**config.mk**
```make
export PLATFORM = sky130hd
export DESIGN_NAME = sigmoid_rr_scheduler
export DESIGN_NICKNAME = d
export VERILOG_FILES = /design/src/rtl/sigmoid_rr_scheduler.sv
export SDC_FILE = /design/constraint.sdc
export NUM_CORES = 1
export LEC_CHECK = 0
export CAP_MARGIN = 20
export CORE_UTILIZATION = 30
export CTS_BUF_LIST = sky130_fd_sc_hd__clkbuf_4 sky130_fd_sc_hd__clkbuf_8 sky130_fd_sc_hd__clkbuf_16
export CTS_CLUSTER_SIZE = 28
export DETAILED_ROUTE_END_ITERATION = 7
export PLACE_DENSITY = 0.64
export RECOVER_POWER = 100
export SYNTH_ARGS = -nofsm -noshare
export SYNTH_HDL_FRONTEND = slang
export SYNTH_SLANG_ARGS = --single-unit
```
**constraint.sdc**
```tcl
create_clock -name clk -period 2.3 [get_ports clk]
set_clock_uncertainty 0.15 [all_clocks]
set_input_delay 0.46 -clock clk [delete_from_list [all_inputs] [get_ports clk]]
set_output_delay 0.46 -clock clk [all_outputs]
set_load 0.005 [all_outputs]
```
**src/rtl/sigmoid_rr_scheduler.sv**
```systemverilog
// Round-robin front end sharing one fixed-latency sigmoid core across NREQ requesters; grant to rsp_valid is LAT+1 edges.
// A requester is not granted again until its held result has been taken, so rsp_ready stalls only that requester.
module sigmoid_rr_scheduler #(
  parameter int NREQ = 4,
  parameter int LAT  = 1,
  parameter int XW   = 8,
  parameter int YW   = 16
) (
  input  logic               clk,
  input  logic               rst_n,
  input  logic [NREQ-1:0]    req_valid,
  output logic [NREQ-1:0]    req_ready,
  input  logic [NREQ*XW-1:0] req_x,
  output logic [NREQ-1:0]    rsp_valid,
  input  logic [NREQ-1:0]    rsp_ready,
  output logic [NREQ*YW-1:0] rsp_y,
  output logic               core_in_valid,
  output logic [XW-1:0]      core_x,
  input  logic [YW-1:0]      core_y,
  input  logic               core_out_valid,
  output logic               busy,
  output logic               err
);

  localparam int IW = (NREQ > 1) ? $clog2(NREQ) : 1;

  typedef struct packed {
    logic          v;
    logic [IW-1:0] idx;
  } tag_t;

  logic [IW-1:0]   ptr_q, ptr_d;
  logic [NREQ-1:0] pend_q, pend_d;
  tag_t            tag_q [LAT];
  tag_t            tag_d [LAT];
  logic [NREQ-1:0] rsp_valid_q, rsp_valid_d;
  logic [YW-1:0]   rsp_y_q [NREQ];
  logic [YW-1:0]   rsp_y_d [NREQ];
  logic            err_q, err_d;

  logic [NREQ-1:0] elig;
  logic [NREQ-1:0] rsp_fire;
  logic            gnt_any;
  logic [IW-1:0]   gnt_idx;
  tag_t            head;

  function automatic logic [IW-1:0] wrap_add(input logic [IW-1:0] base, input int unsigned off);
    int unsigned s;
    s = 32'(base) + off;
    if (s >= NREQ) s = s - NREQ;
    return IW'(s);
  endfunction

  // Scan from ptr upwards; rst_n is active-high, so nothing is granted while it is asserted.
  always_comb begin
    logic [IW-1:0] cand;
    elig    = req_valid & ~pend_q;
    gnt_any = 1'b0;
    gnt_idx = '0;
    cand    = '0;
    for (int i = 0; i < NREQ; i++) begin
      cand = wrap_add(ptr_q, i);
      if (!gnt_any && elig[cand]) begin
        gnt_any = 1'b1;
        gnt_idx = cand;
      end
    end
    if (rst_n) begin
      gnt_any = 1'b0;
      gnt_idx = '0;
    end
  end

  always_comb begin
    req_ready     = '0;
    core_x        = '0;
    core_in_valid = gnt_any;
    if (gnt_any) begin
      req_ready[gnt_idx] = 1'b1;
      core_x             = req_x[gnt_idx*XW +: XW];
    end
  end

  always_comb begin
    head        = tag_q[LAT-1];
    ptr_d       = gnt_any ? wrap_add(gnt_idx, 1) : ptr_q;
    pend_d      = pend_q;
    rsp_valid_d = rsp_valid_q;
    rsp_y_d     = rsp_y_q;
    err_d       = err_q;
    rsp_fire    = rsp_valid_q & rsp_ready;

    tag_d[0].v   = gnt_any;
    tag_d[0].idx = gnt_idx;
    for (int i = 1; i < LAT; i++) begin
      tag_d[i] = tag_q[i-1];
    end

    rsp_valid_d = rsp_valid_d & ~rsp_fire;
    pend_d      = pend_d & ~rsp_fire;

    // A head tag and the core's valid must coincide; either one alone is a core/pipe desync.
    if (core_out_valid && head.v) begin
      rsp_valid_d[head.idx] = 1'b1;
      rsp_y_d[head.idx]     = core_y;
    end else if (core_out_valid) begin
      err_d = 1'b1;
    end else if (head.v) begin
      err_d              = 1'b1;
      pend_d[head.idx]   = 1'b0;
    end

    if (gnt_any) begin
      pend_d[gnt_idx] = 1'b1;
    end
  end

  always_ff @(posedge clk) begin
    if (rst_n) begin
      ptr_q       <= '0;
      pend_q      <= '0;
      rsp_valid_q <= '0;
      err_q       <= 1'b0;
      for (int i = 0; i < LAT; i++) begin
        tag_q[i] <= '0;
      end
      for (int i = 0; i < NREQ; i++) begin
        rsp_y_q[i] <= '0;
      end
    end else begin
      ptr_q       <= ptr_d;
      pend_q      <= pend_d;
      rsp_valid_q <= rsp_valid_d;
      err_q       <= err_d;
      tag_q       <= tag_d;
      rsp_y_q     <= rsp_y_d;
    end
  end

  always_comb begin
    rsp_y = '0;
    for (int i = 0; i < NREQ; i++) begin
      rsp_y[i*YW +: YW] = rsp_y_q[i];
    end
  end

  assign rsp_valid = rsp_valid_q;
  assign busy      = |pend_q;
  assign err       = err_q;

endmodule

```
# After elaboration in Yosys (flattened, before gate mapping)
# Index checks and enable logic that the tools add are counted.
# classes
n_eq_ne,0
n_lt_le_gt_ge,15
n_shift,1
n_reduce_logical,13
n_div,0
n_bitwise,12
n_mux,39
addsub,9
mul,0
# op_table
operator,count
bitwise mux 64 bit,1
demux 16 bit (select 2 bit),1
indexed part select 32 x 6 -> 8 bit,1
two-way mux 4 bit,6
bitwise AND 4 bit,5
two-way mux 2 bit,10
"less-than comparator 2 x 3 -> 1 bit, second input constant",6
two-way mux 16 bit,1
"greater-or-equal comparator 3 bit, second input constant",5
two-way mux 1 bit,13
inverter 4 bit,3
"subtractor 2 x 1 -> 2 bit, second input constant",5
binary-select mux 1 bit (select 2 bit),4
two-way mux 8 bit,1
bitwise OR 4 bit,2
logical AND 1 bit,7
"adder 2 x 1 -> 3 bit, second input constant",2
"adder 2 x 2 -> 3 bit, second input constant",2
demux 1 bit (select 2 bit),2
"greater-or-equal comparator 2 x 1 -> 1 bit, second input constant",2
OR reduction 4 bit,1
"greater-or-equal comparator 2 x 3 -> 1 bit, second input constant",1
zero test 1 bit,3
"less-than comparator 3 x 1 -> 1 bit, second input constant",1
other kinds (4),4
# word_totals
input_bits,59
ff_bits,78
elab_cells,99
memories,0
mem_bits_rw,0
romBits,0
output_inout_bits,83
latchBits,0

# Logic depth before layout (Yosys ltp)
# depth
ltp_word,21
ltp_mapped,10
mapped_depth_nobuf,8

# Worst setup path after synthesis
# OpenSTA, ideal clock, no wires.
# synth_timing
path_type,input to output
from,input port req_valid[3]
to,output port req_ready[3]
path_buffers,1
t_required_ns,1.690
path_slack_ns,-0.186
path_stages,8
arrival_time_ns,1.876
path_cell_list,nand2b_1 o2111ai_1 and2_1 nand2_1 clkbuf_1 inv_1 ha_1 and3_1
# synth_between
elab_cells_between_ends,31
classes_between,order compare (2); mux (21); bitwise (1); reduce/logical (7)
# synth_lines
element,line_no,source
from (decl),11,"input logic [NREQ-1:0] req_valid,"
bitwise AND 4 bit *,57,elig = req_valid & ~pend_q;
binary-select mux 1 bit (select 2 bit),63,if (!gnt_any && elig[cand]) begin
two-way mux 1 bit (implied by the code),63,
two-way mux 1 bit,63,
zero test 1 bit,63,
logical AND 1 bit,63,
two-way mux 1 bit,63,
zero test 1 bit,63,
logical AND 1 bit,63,
two-way mux 1 bit,63,
zero test 1 bit,63,
logical AND 1 bit,63,
two-way mux 1 bit *,63,
two-way mux 1 bit *,68,if (rst_n) begin
net core_in_valid,17,"output logic core_in_valid,"
two-way mux 4 bit *,78,if (gnt_any) begin
to (decl),12,"output logic [NREQ-1:0] req_ready,"
# The timed path passes the listed nets; every way through them passes the cells marked *. The select of a mux whose other input is x is not followed.

# Worst setup path after layout
# layout_timing
from,register pend_q[1]
to,output port req_ready[3]
# layout_between
elab_chain_cells,20
elab_cells_between_ends,32
classes_between,order compare (2); mux (21); bitwise (2); reduce/logical (7)
# layout_lines
element,line_no,source
from (decl),33,"logic [NREQ-1:0] pend_q, pend_d;"
from (signal assigned),132,pend_q <= pend_d;
inverter 4 bit *,57,
bitwise AND 4 bit *,57,
binary-select mux 1 bit (select 2 bit),63,
two-way mux 1 bit (implied by the code),63,
two-way mux 1 bit,63,
zero test 1 bit,63,
logical AND 1 bit,63,
two-way mux 1 bit,63,
[5 not listed],--,
two-way mux 2 bit *,63,
two-way mux 2 bit *,68,
net gnt_idx[1],44,logic [IW-1:0] gnt_idx;
less-than comparator 2 x 3 -> 1 bit (implied by the code) or greater-or-equal comparator 2 x 1 -> 1 bit (tied branches),79,req_ready[gnt_idx] = 1'b1;
logical AND 1 bit (implied by the code),79,
two-way mux 1 bit (implied by the code),79,
demux 1 bit (select 2 bit) *,79,
two-way mux 4 bit *,78,
# Marks and branches as above.

==> impl_results.md <==
- Status: complete, but fails checks
- Failing checks: negative setup slack
- CTS buffer count: 9
- # H-tree levels: 3
- Peak fanout along the critical path: 3
- Setup crit start kind: register
- Via/cell ratio: 4.69
- Pre-CTS WS: -1.06 ns
- Rows: 37
- PD cells: 667 nW/um2
- Die height: 105 um
- Tmin final: 2.84 ns
- First-pass GRT wire length: 16300 um
- Core ar.: 10300 um2
- RSZ-0062 raised after global routing: true
- Worst R2R Start: pend_q[1]
- P_leak: 2.29 nW
- DRT Pass-1 Iters: 5
- Crit end category: primary output
- Synthesized cell area: 3200 um2
- Clock root buffer: clkbuf_8
- Syn Nets: 460
- Synth cell types: 33
- Worst-skew pair later-pin latency: 0.34 ns
- Sequential element share of the synthesized area: 48.9%
- Most area-consuming cells after synthesis: dfxtp_1 (49%), nand2_1 (16%), a21oi_1 (11%)
- WS Path Type: register to primary output
- Hold Crit Start: rsp_y[53]
- CTS tree: yes
- Largest net degree at the start of global routing: 72
- Port Buf Inserts: 141
- Initial Utilization: 31.0%
- Clock slew at reported path FFs: 0.07 ns
- DP HPWL: 7080 um
- Area leader, netlist: dfxtp_1
- Hold Buf Count CTS: 0
- Drt drc: 0
- Slew headroom: 49.8%
- Die Area: 11100 um2
- Area grow syn2layout: 65.3%
- Avg WL per Cell: 14.2 um
- Hold Violations, Final: 0
- Fraction of layout cells with a size suffix above 1: 16.1%
- Vias in the first global route: 3383
- Mapped Cells: 396
- RD Place Congestion: 0.773
- Hold EP: rsp_y[53]
- R2r setup slk: -0.02 ns
- Seq cells post-synth: 78
- Clock Tree Buf Depth: 2
- Initial DRC Count: 143
- Worst endpoint data arrival time: 2.23 ns
- Initial antenna violation count: 0
- Worst Setup Slack, final: -0.545 ns
- R2R depth: 9
- Hold path depth: 2
- Clock sink count: 78
- Grt ovf: 0
- Reg2reg end: pend_q[0]
- Max-Cap Viols: 0
- Detailed Route WL: 9930 um
- Tightest Pin Transition: 0.753 ns
- Antenna viol nets, final: 0
- Nets: 625
- Endpoints failing setup: 13
- Via count: 3280
- I/O pin total: 142
- DIE WIDTH: 105 um
- Max-slew violation count: 0
- Syn. warnings: 0
- Top-area cell type share of the netlist area: 48.9%
- Final period util: 124%
- # diodes: 0
- Final Non-Filler Cells: 700
- Fin Setup TNS: -5.78 ns
- All-Layer GR Usage: 18.9%
- Hold Path Class: register to register
- Syn_area_per_cell: 8.07 um2
- Fmax: 352 MHz
- WP data required: 1.69 ns
- Worst vdd ir: 328 uV
- Placed Cells: 676
[layout make-up]
type | instances | area, um2
repair buffers | 180 | 1710
inverters | 6 | 27.5
fillers | 971 | 5040
well taps | 136 | 170
clock buffers | 10 | 138
multi-input cells | 286 | 1620
flip-flops and latches | 78 | 1570
clock inverters | 4 | 48.8
[routing by layer]
layer	part of all wire, %	global-route usage, %	vias to the layer above
met5	0	0	-
met4	2.0	8.05	0
met3	6.3	4.24	14
met2	50	33.4	134
met1	41	21.7	1489
li1	-	-	1643
[worst max-delay path, cell delays in order, from the launching register on]
cell      delay, ns
dfxtp_2        0.33
or4b_4         0.52
o211ai_2       0.16
o221ai_2       0.14
buf_4          0.17
buf_6          0.12
inv_6          0.06
ha_4           0.11
and3_4         0.19
buf_6          0.10
[worst max path at each step]
| stage | start | to | depth (start not counted) |
|---|---|---|---|
| global placement | req_valid[1] | req_ready[3] | 9 |
| CTS | pend_q[1] | req_ready[3] | 9 |
| detailed placement | req_valid[1] | core_x[0] | 8 |
| floorplan | req_valid[1] | req_ready[1] | 7 |
| global route | pend_q[1] | req_ready[3] | 9 |
| finish | pend_q[1] | req_ready[3] | 9 |
[metrics by stage]
step	power [mW]	hold slack (ns)	area, um2	utilization, %
6_report	3.53	0.302	5280	51.2
5_1_grt	3.72	0.316	5280	51.2
4_1_cts	3.56	0.308	5280	51.2
3_5_place_dp	2.48	0.297	4930	47.8
3_3_place_gp	2.46	0.293	4930	47.8
2_1_floorplan	1.95	0.303	3210	-
[flip-flops by register name (all words and copies together) (netlist names)]
signal,cells
head,3
rsp_valid,4
ptr_q,2
pend_q,4
err,1
rsp_y,64
[power by group]
group	switching [mW]	leakage [nW]	internal (mW)	total, mW
registers	0.0624	0.634	1.44	1.50
clock network	0.467	0.0980	0.517	0.984
logic	0.460	1.56	0.581	1.04
total	0.989	2.29	2.54	3.53
[cell families after synthesis]
kind of cell,synth area share [%]
compound gates,15.7
flops,48.9
buf+inv,4.54
simple gates,23.6
fa+ha+maj,1.96
mux,5.32
[cell usage in the layout (no fill, tap or decap), types with 2 or more instances in the layout]
cell	instances
and2_1	3
dlygate4sd2_1	5
a21oi_1	70
dlygate4sd3_1	70
nand2b_4	4
and3_4	4
nand2b_1	4
mux2i_1	17
a41o_1	4
clkbuf_2	4
dfxtp_2	4
clkinv_2	2
ha_1	2
buf_4	24
buf_2	10
o22ai_1	8
dfxtp_1	74
nor2_1	7
nand2_1	137
clkdlybuf4s50_1	52
nand3_1	3
inv_1	5
clkbuf_8	10
buf_12	4
ha_4	3
nor2b_1	2
buf_6	10
[synth_stat cells]
| cell | count |
|---|---|
| nand2b_1 | 8 |
| nand3b_1 | 1 |
| or4_1 | 1 |
| o221ai_2 | 1 |
| a21oi_1 | 70 |
| buf_6 | 1 |
| buf_2 | 1 |
| and2_1 | 4 |
| and3_1 | 5 |
| o211a_1 | 1 |
| or2b_1 | 1 |
| or2_2 | 1 |
| inv_1 | 6 |
| nor2b_1 | 3 |
| a2bb2oi_1 | 1 |
| a41o_1 | 4 |
| o211ai_2 | 1 |
| or4b_4 | 1 |
| nor2_1 | 7 |
| clkbuf_1 | 22 |
| o22ai_1 | 8 |
| o2111ai_1 | 1 |
| mux2i_1 | 17 |
| dfxtp_1 | 78 |
| and4_1 | 1 |
| a21boi_0 | 1 |
| nand3_1 | 3 |
| ha_1 | 5 |
| nor3b_1 | 1 |
| nor4bb_1 | 1 |
| buf_12 | 1 |
| buf_1 | 1 |
| nand2_1 | 138 |
[what timing repair did]
item / CTS / global route
endpoints found under the setup margin: 16 / 16
gates cloned: 1 / 0
gates resized for setup: 90 / 6
setup buffers: 9 / 1
pin swaps: 12 / 8
Power figures use the tool's default switching activity.
